===== config.mk =====
export PLATFORM = sky130hd
export DESIGN_NAME = uart_rx
export DESIGN_NICKNAME = d
export VERILOG_FILES = /design/src/rtl/uart_pkg.sv /design/src/rtl/sync_2ff.sv /design/src/rtl/uart_rx.sv
export SDC_FILE = /design/constraint.sdc
export NUM_CORES = 1
export LEC_CHECK = 0
export BUFFER_PORTS_ARGS = -buffer_cell sky130_fd_sc_hd__buf_2
export CORE_MARGIN = 3
export CORE_UTILIZATION = 40
export DETAILED_ROUTE_END_ITERATION = 16
export PLACE_DENSITY = 0.67
export SLEW_MARGIN = 20
export SYNTH_ARGS = -nofsm -noshare
export SYNTH_HDL_FRONTEND = slang
export SYNTH_SLANG_ARGS = --single-unit

===== constraint.sdc =====
create_clock -name clk -period 1.8 [get_ports clk]
set_clock_uncertainty 0.15 [all_clocks]
set_input_delay 0.36 -clock clk [delete_from_list [all_inputs] [get_ports clk]]
set_output_delay 0.36 -clock clk [all_outputs]
set_load 0.1 [all_outputs]

===== src/rtl/uart_pkg.sv =====
// Shared UART definitions: FSM state encoding and default frame geometry
// used by both the transmitter and the receiver.
package uart_pkg;

    localparam int unsigned DEFAULT_DATA_BITS  = 8;
    localparam int unsigned DEFAULT_OVERSAMPLE = 16;

    typedef enum logic [1:0] {
        StIdle  = 2'd0,
        StStart = 2'd1,
        StData  = 2'd2,
        StStop  = 2'd3
    } uart_state_e;

endpackage


===== src/rtl/sync_2ff.sv =====
// Two-flop synchronizer for a single asynchronous input bit.
// The reset value is a parameter so an idle-high line does not look like an edge.
module sync_2ff #(
    parameter logic RESET_VAL = 1'b1
) (
    input  logic clk,
    input  logic rst,
    input  logic i_d,
    output logic o_q
);

    logic r_meta;
    logic r_sync;

    always_ff @(posedge clk or negedge rst) begin
        if (!rst) begin
            r_meta <= RESET_VAL;
            r_sync <= RESET_VAL;
        end else begin
            r_meta <= i_d;
            r_sync <= r_meta;
        end
    end

    assign o_q = r_sync;

endmodule


===== src/rtl/uart_rx.sv =====
// UART receiver: oversampled start-bit qualification, LSB-first data capture
// and stop-bit check, with one-cycle done / frame-error pulses.
module uart_rx
    import uart_pkg::*;
#(
    parameter int unsigned DATA_BITS  = DEFAULT_DATA_BITS,
    parameter int unsigned OVERSAMPLE = DEFAULT_OVERSAMPLE
) (
    input  logic                 clk,
    input  logic                 rst,
    input  logic                 baud_tick,
    input  logic                 rx,
    output logic [DATA_BITS-1:0] rx_data,
    output logic                 rx_done,
    output logic                 frame_err,
    output logic                 rx_busy
);

    localparam int unsigned TICK_W = $clog2(OVERSAMPLE);
    localparam int unsigned BIT_W  = (DATA_BITS > 1) ? $clog2(DATA_BITS) : 1;
    localparam logic [TICK_W-1:0] TICK_MID  = TICK_W'(OVERSAMPLE / 2 - 1);
    localparam logic [TICK_W-1:0] TICK_LAST = TICK_W'(OVERSAMPLE - 1);
    localparam logic [BIT_W-1:0]  BIT_LAST  = BIT_W'(DATA_BITS - 1);

    logic                 w_rx_s;
    logic                 r_rx_prev;
    uart_state_e          r_state;
    uart_state_e          w_state_next;
    logic [TICK_W-1:0]    r_tick_cnt;
    logic [TICK_W-1:0]    w_tick_cnt_next;
    logic [TICK_W-1:0]    w_tick_inc;
    logic [BIT_W-1:0]     r_bit_cnt;
    logic [BIT_W-1:0]     w_bit_cnt_next;
    logic [DATA_BITS-1:0] r_shift;
    logic [DATA_BITS-1:0] w_shift_next;
    logic [DATA_BITS-1:0] r_rx_data;
    logic                 r_rx_done;
    logic                 r_frame_err;
    logic                 w_load;
    logic                 w_ferr;

    sync_2ff #(
        .RESET_VAL(1'b1)
    ) u_sync (
        .clk(clk),
        .rst(rst),
        .i_d(rx),
        .o_q(w_rx_s)
    );

    assign w_tick_inc = (r_tick_cnt == TICK_LAST) ? '0 : r_tick_cnt + 1'b1;

    always_ff @(posedge clk or negedge rst) begin
        if (!rst) begin
            r_state    <= StIdle;
            r_tick_cnt <= '0;
            r_bit_cnt  <= '0;
            r_shift    <= '0;
            r_rx_prev  <= 1'b1;
        end else begin
            r_state    <= w_state_next;
            r_tick_cnt <= w_tick_cnt_next;
            r_bit_cnt  <= w_bit_cnt_next;
            r_shift    <= w_shift_next;
            r_rx_prev  <= w_rx_s;
        end
    end

    always_comb begin
        w_state_next    = r_state;
        w_tick_cnt_next = r_tick_cnt;
        w_bit_cnt_next  = r_bit_cnt;
        w_shift_next    = r_shift;
        w_load          = 1'b0;
        w_ferr          = 1'b0;
        unique case (r_state)
            StIdle: begin
                w_tick_cnt_next = '0;
                w_bit_cnt_next  = '0;
                // Edge rule: a line stuck low after a bad frame never restarts reception.
                if (r_rx_prev && !w_rx_s) begin
                    w_state_next = StStart;
                end
            end
            StStart: begin
                if (baud_tick) begin
                    if (r_tick_cnt == TICK_MID) begin
                        w_tick_cnt_next = '0;
                        w_state_next    = w_rx_s ? StIdle : StData;
                    end else begin
                        w_tick_cnt_next = w_tick_inc;
                    end
                end
            end
            StData: begin
                if (baud_tick) begin
                    w_tick_cnt_next = w_tick_inc;
                    if (r_tick_cnt == TICK_LAST) begin
                        w_shift_next = {w_rx_s, r_shift[DATA_BITS-1:1]};
                        if (r_bit_cnt == BIT_LAST) begin
                            w_state_next = StStop;
                        end else begin
                            w_bit_cnt_next = r_bit_cnt + 1'b1;
                        end
                    end
                end
            end
            StStop: begin
                if (baud_tick) begin
                    w_tick_cnt_next = w_tick_inc;
                    // Leaving at mid stop bit leaves half a bit to catch a back-to-back start.
                    if (r_tick_cnt == TICK_LAST) begin
                        w_state_next = StIdle;
                        w_load       = w_rx_s;
                        w_ferr       = !w_rx_s;
                    end
                end
            end
            default: begin
                w_state_next = StIdle;
            end
        endcase
    end

    always_ff @(posedge clk or negedge rst) begin
        if (!rst) begin
            r_rx_data   <= '0;
            r_rx_done   <= 1'b0;
            r_frame_err <= 1'b0;
        end else begin
            r_rx_done   <= w_load;
            r_frame_err <= w_ferr;
            if (w_load) begin
                r_rx_data <= r_shift;
            end
        end
    end

    assign rx_data   = r_rx_data;
    assign rx_done   = r_rx_done;
    assign frame_err = r_frame_err;
    assign rx_busy   = (r_state != StIdle);

endmodule

==> out/qor.txt <==
Top Ports - 15
Root Driver - clkbuf_4
Pwr/cell area - 1269 nW/um^2
Worst-path maximum fanout - 9
Initial antenna violation count - 0
Fill count - 282
TritonCTS clock tree - done
Die Wd - 63.28 um
Share of cells above drive strength 1 - 46.62%
Gr usage total - 13.64%
First-pass GRT wire length - 4.105 mm
Leakage - 0.8067 nW
EDFF count, synth - 0
Detailed-route via count - 890
Async SR Flop Fraction - 100.0%
Final core utilization - 53.47%
Routed Antenna Nets - 0
TNS Setup - 0 ns
Synth Instances - 102
Sink Count - 30
Synth Flop Type - dfrtp_1
Gp weighted congestion - 0.8043
Final cell count without fillers - 177
Ranking of synthesized cells by area - dfrtp_1 (51%), mux2_2 (15%), dfstp_2 (6.0%)
Critical Path End Type - flop
Required time worst endpoint - 1.86 ns
DR WL/cell - 13.12 um
CTS buffer count - 5
Vias in the first global route - 877
Drt pass-1 iters - 4
Area of the multi-input gates - 544.3 sq um
Yosys Warn Count - 0
FF-to-FF Start - r_tick_cnt[1]
Peak VDD IR - 0.5193 mV
Vias per Instance - 5.028
Die height - 63.28 um
Initial drt markers - 16
Dpl cell area - 1515 sq um
Synth-to-Final Area Change - 26.41%
Nets - 139
Slew @ Worst Pin - 0.6379 ns
Status - completed
Crit path launch type - flop
# port buffers - 14
H-tree depth - 2
Pins Over Slew Limit - 0
Clock latency on the worst-skew pair - 0.33 ns
Crit path kind - flop to flop
Netlist cell types - 30
Sequential-to-total area share from yosys stat - 57.48%
Fin crit period - 1.730 ns
Max-cap violations - 0
CP endpoint - rx_data[0]
HPWL after DPL - 1.642 mm
Register-to-Register Setup Slack - 0.07 ns
CTS clk-pin slew, worst paths - 0.10 ns
Die area - 4004 sq um
Worst r2r path cells - 5
CTS max path bufs - 2
Synthesized Nets - 109
Reg2reg end - rx_data[0]
Detailed Route WL - 2.322 mm
Endpoints failing setup - 0
Register Area - 757.0 sq um
Final Instance Area - 1659 sq um
Worst hold path type - flop to flop
Relative slew slack - 57.48%
Core area - 3103 sq um
Yosys top cell by area - dfrtp_1
Crit path from - r_tick_cnt[1]
RSZ-0062 raised after global routing - false
Total power - 2.105 mW
Initial Utilization - 42.30%
DRC - 0
Placed cell count - 163
Largest net degree at the start of global routing - 31
Final period utilization - 96.11%
Synthesized flop and latch total - 30
F_max - 0.5781 GHz
Final Hold Viols - 0
Area share of the leading cell type in the synthesized netlist - 51.48%
Mapped Area - 1313 sq um
Syn avg cell area - 12.87 sq um
Arrival @ worst endpoint - 1.79 ns
Row count - 20
Global route overflow - 0
Inserted Diodes - 0
[what timing repair did]
| item | CTS | global route |
|---|---|---|
| endpoints found under the setup margin | 11 | 7 |
| pin swaps | 0 | 1 |
| buffers inserted | 2 | 2 |
| gates resized for setup | 4 | 0 |
| hold buffers | 2 | 0 |
| endpoints found under the hold margin | 28 | 0 |
[logic make-up (layout without fill, tap and decap cells)]
kind of cell	count (synthesis)	in the layout	share of synthesized area [%]
AOI/OAI and AO/OA	16	16	8.008
xor gates and xnor gates	2	2	1.335
adders and majority gates	3	3	2.860
buffers and inverters	7	38	2.192
DFF	30	30	57.48
muxes	17	17	14.59
and+or+nand+nor	27	27	13.54
[worst max-delay path, stage by stage (launching register included)]
cell	delay, ns
dfrtp_1	0.44
ha_4	0.20
nand4_4	0.15
nor3_4	0.18
buf_12	0.15
mux2_2	0.34
[how the worst min path moves through the flow]
stage                   from  slack [ns]                    endpoint  depth (start not counted)
4_1_cts        u_sync.r_meta        0.21                  u_sync.o_q                          0
6_report       u_sync.r_meta        0.21                  u_sync.o_q                          0
3_5_place_dp   u_sync.r_meta        0.20                  u_sync.o_q                          0
2_1_floorplan            rst       -0.09  asynchronous set/reset pin                          0
3_3_place_gp   u_sync.r_meta        0.20                  u_sync.o_q                          0
5_1_grt        u_sync.r_meta        0.22                  u_sync.o_q                          0
[Yosys cell counts, types with 2 or more instances]
cell	count
dfrtp_1	27
xnor2_1	2
a31oi_1	2
clkbuf_1	2
o21ai_0	2
nand4_1	3
a21oi_1	6
nor3_4	2
inv_1	3
mux2_2	17
o211ai_1	2
ha_1	3
nor2_1	2
nor3_1	2
dfstp_2	3
nand2_1	10
[through the flow]
step                setup WS (ns)  hold WS (ns)
floorplan                 0.05656      -0.08559
global placement          0.08358        0.1960
detailed placement       0.001715        0.1979
CTS                       0.02973        0.2124
global route             0.006799        0.2157
finish                    0.07006        0.2114
[where the power goes]
part	total, mW	switching (mW)	internal [mW]
sequential	0.855	0.0840	0.771
combinational	0.718	0.380	0.338
clock	0.531	0.239	0.293
[final cells by class]
cell class	instances	area share (%)
clock buffers	6	2.489
inverters	3	0.6787
flip-flops and latches	30	45.63
well taps	44	3.318
clock inverters	2	2.262
multi-input cells	65	32.81
repair buffers	27	12.82
[placed cells by master (no fill, tap or decap), drive strengths merged, types with 2 or more instances in the layout]
master / instances
dfrtp: 27
buf: 25
mux2: 17
nand2: 10
a21oi: 6
clkbuf: 6
nand4: 4
nor3: 4
inv: 3
dfstp: 3
ha: 3
o21ai: 2
a31oi: 2
nor2: 2
o211ai: 2
xnor2: 2
dlygate4sd3: 2
and3: 2
[state kept, by name, indices dropped and copies added (netlist names), named ones only]
register / flops
r_shift: 8
rx_data: 8
r_tick_cnt: 4
r_bit_cnt: 3
frame_err: 1
r_rx_prev: 1
r_state: 1
rx_done: 1
u_sync.o_q: 1
u_sync.r_meta: 1
[metal layers]
layer	global-route usage, %	vias up	routed length, um
li1	-	435	-
met1	16.34	429	1053
met2	21.48	20	1103
met3	4.813	6	115
met4	7.278	0	49
met5	0	-	0
Note: power is estimated with default switching activity, not from simulation.
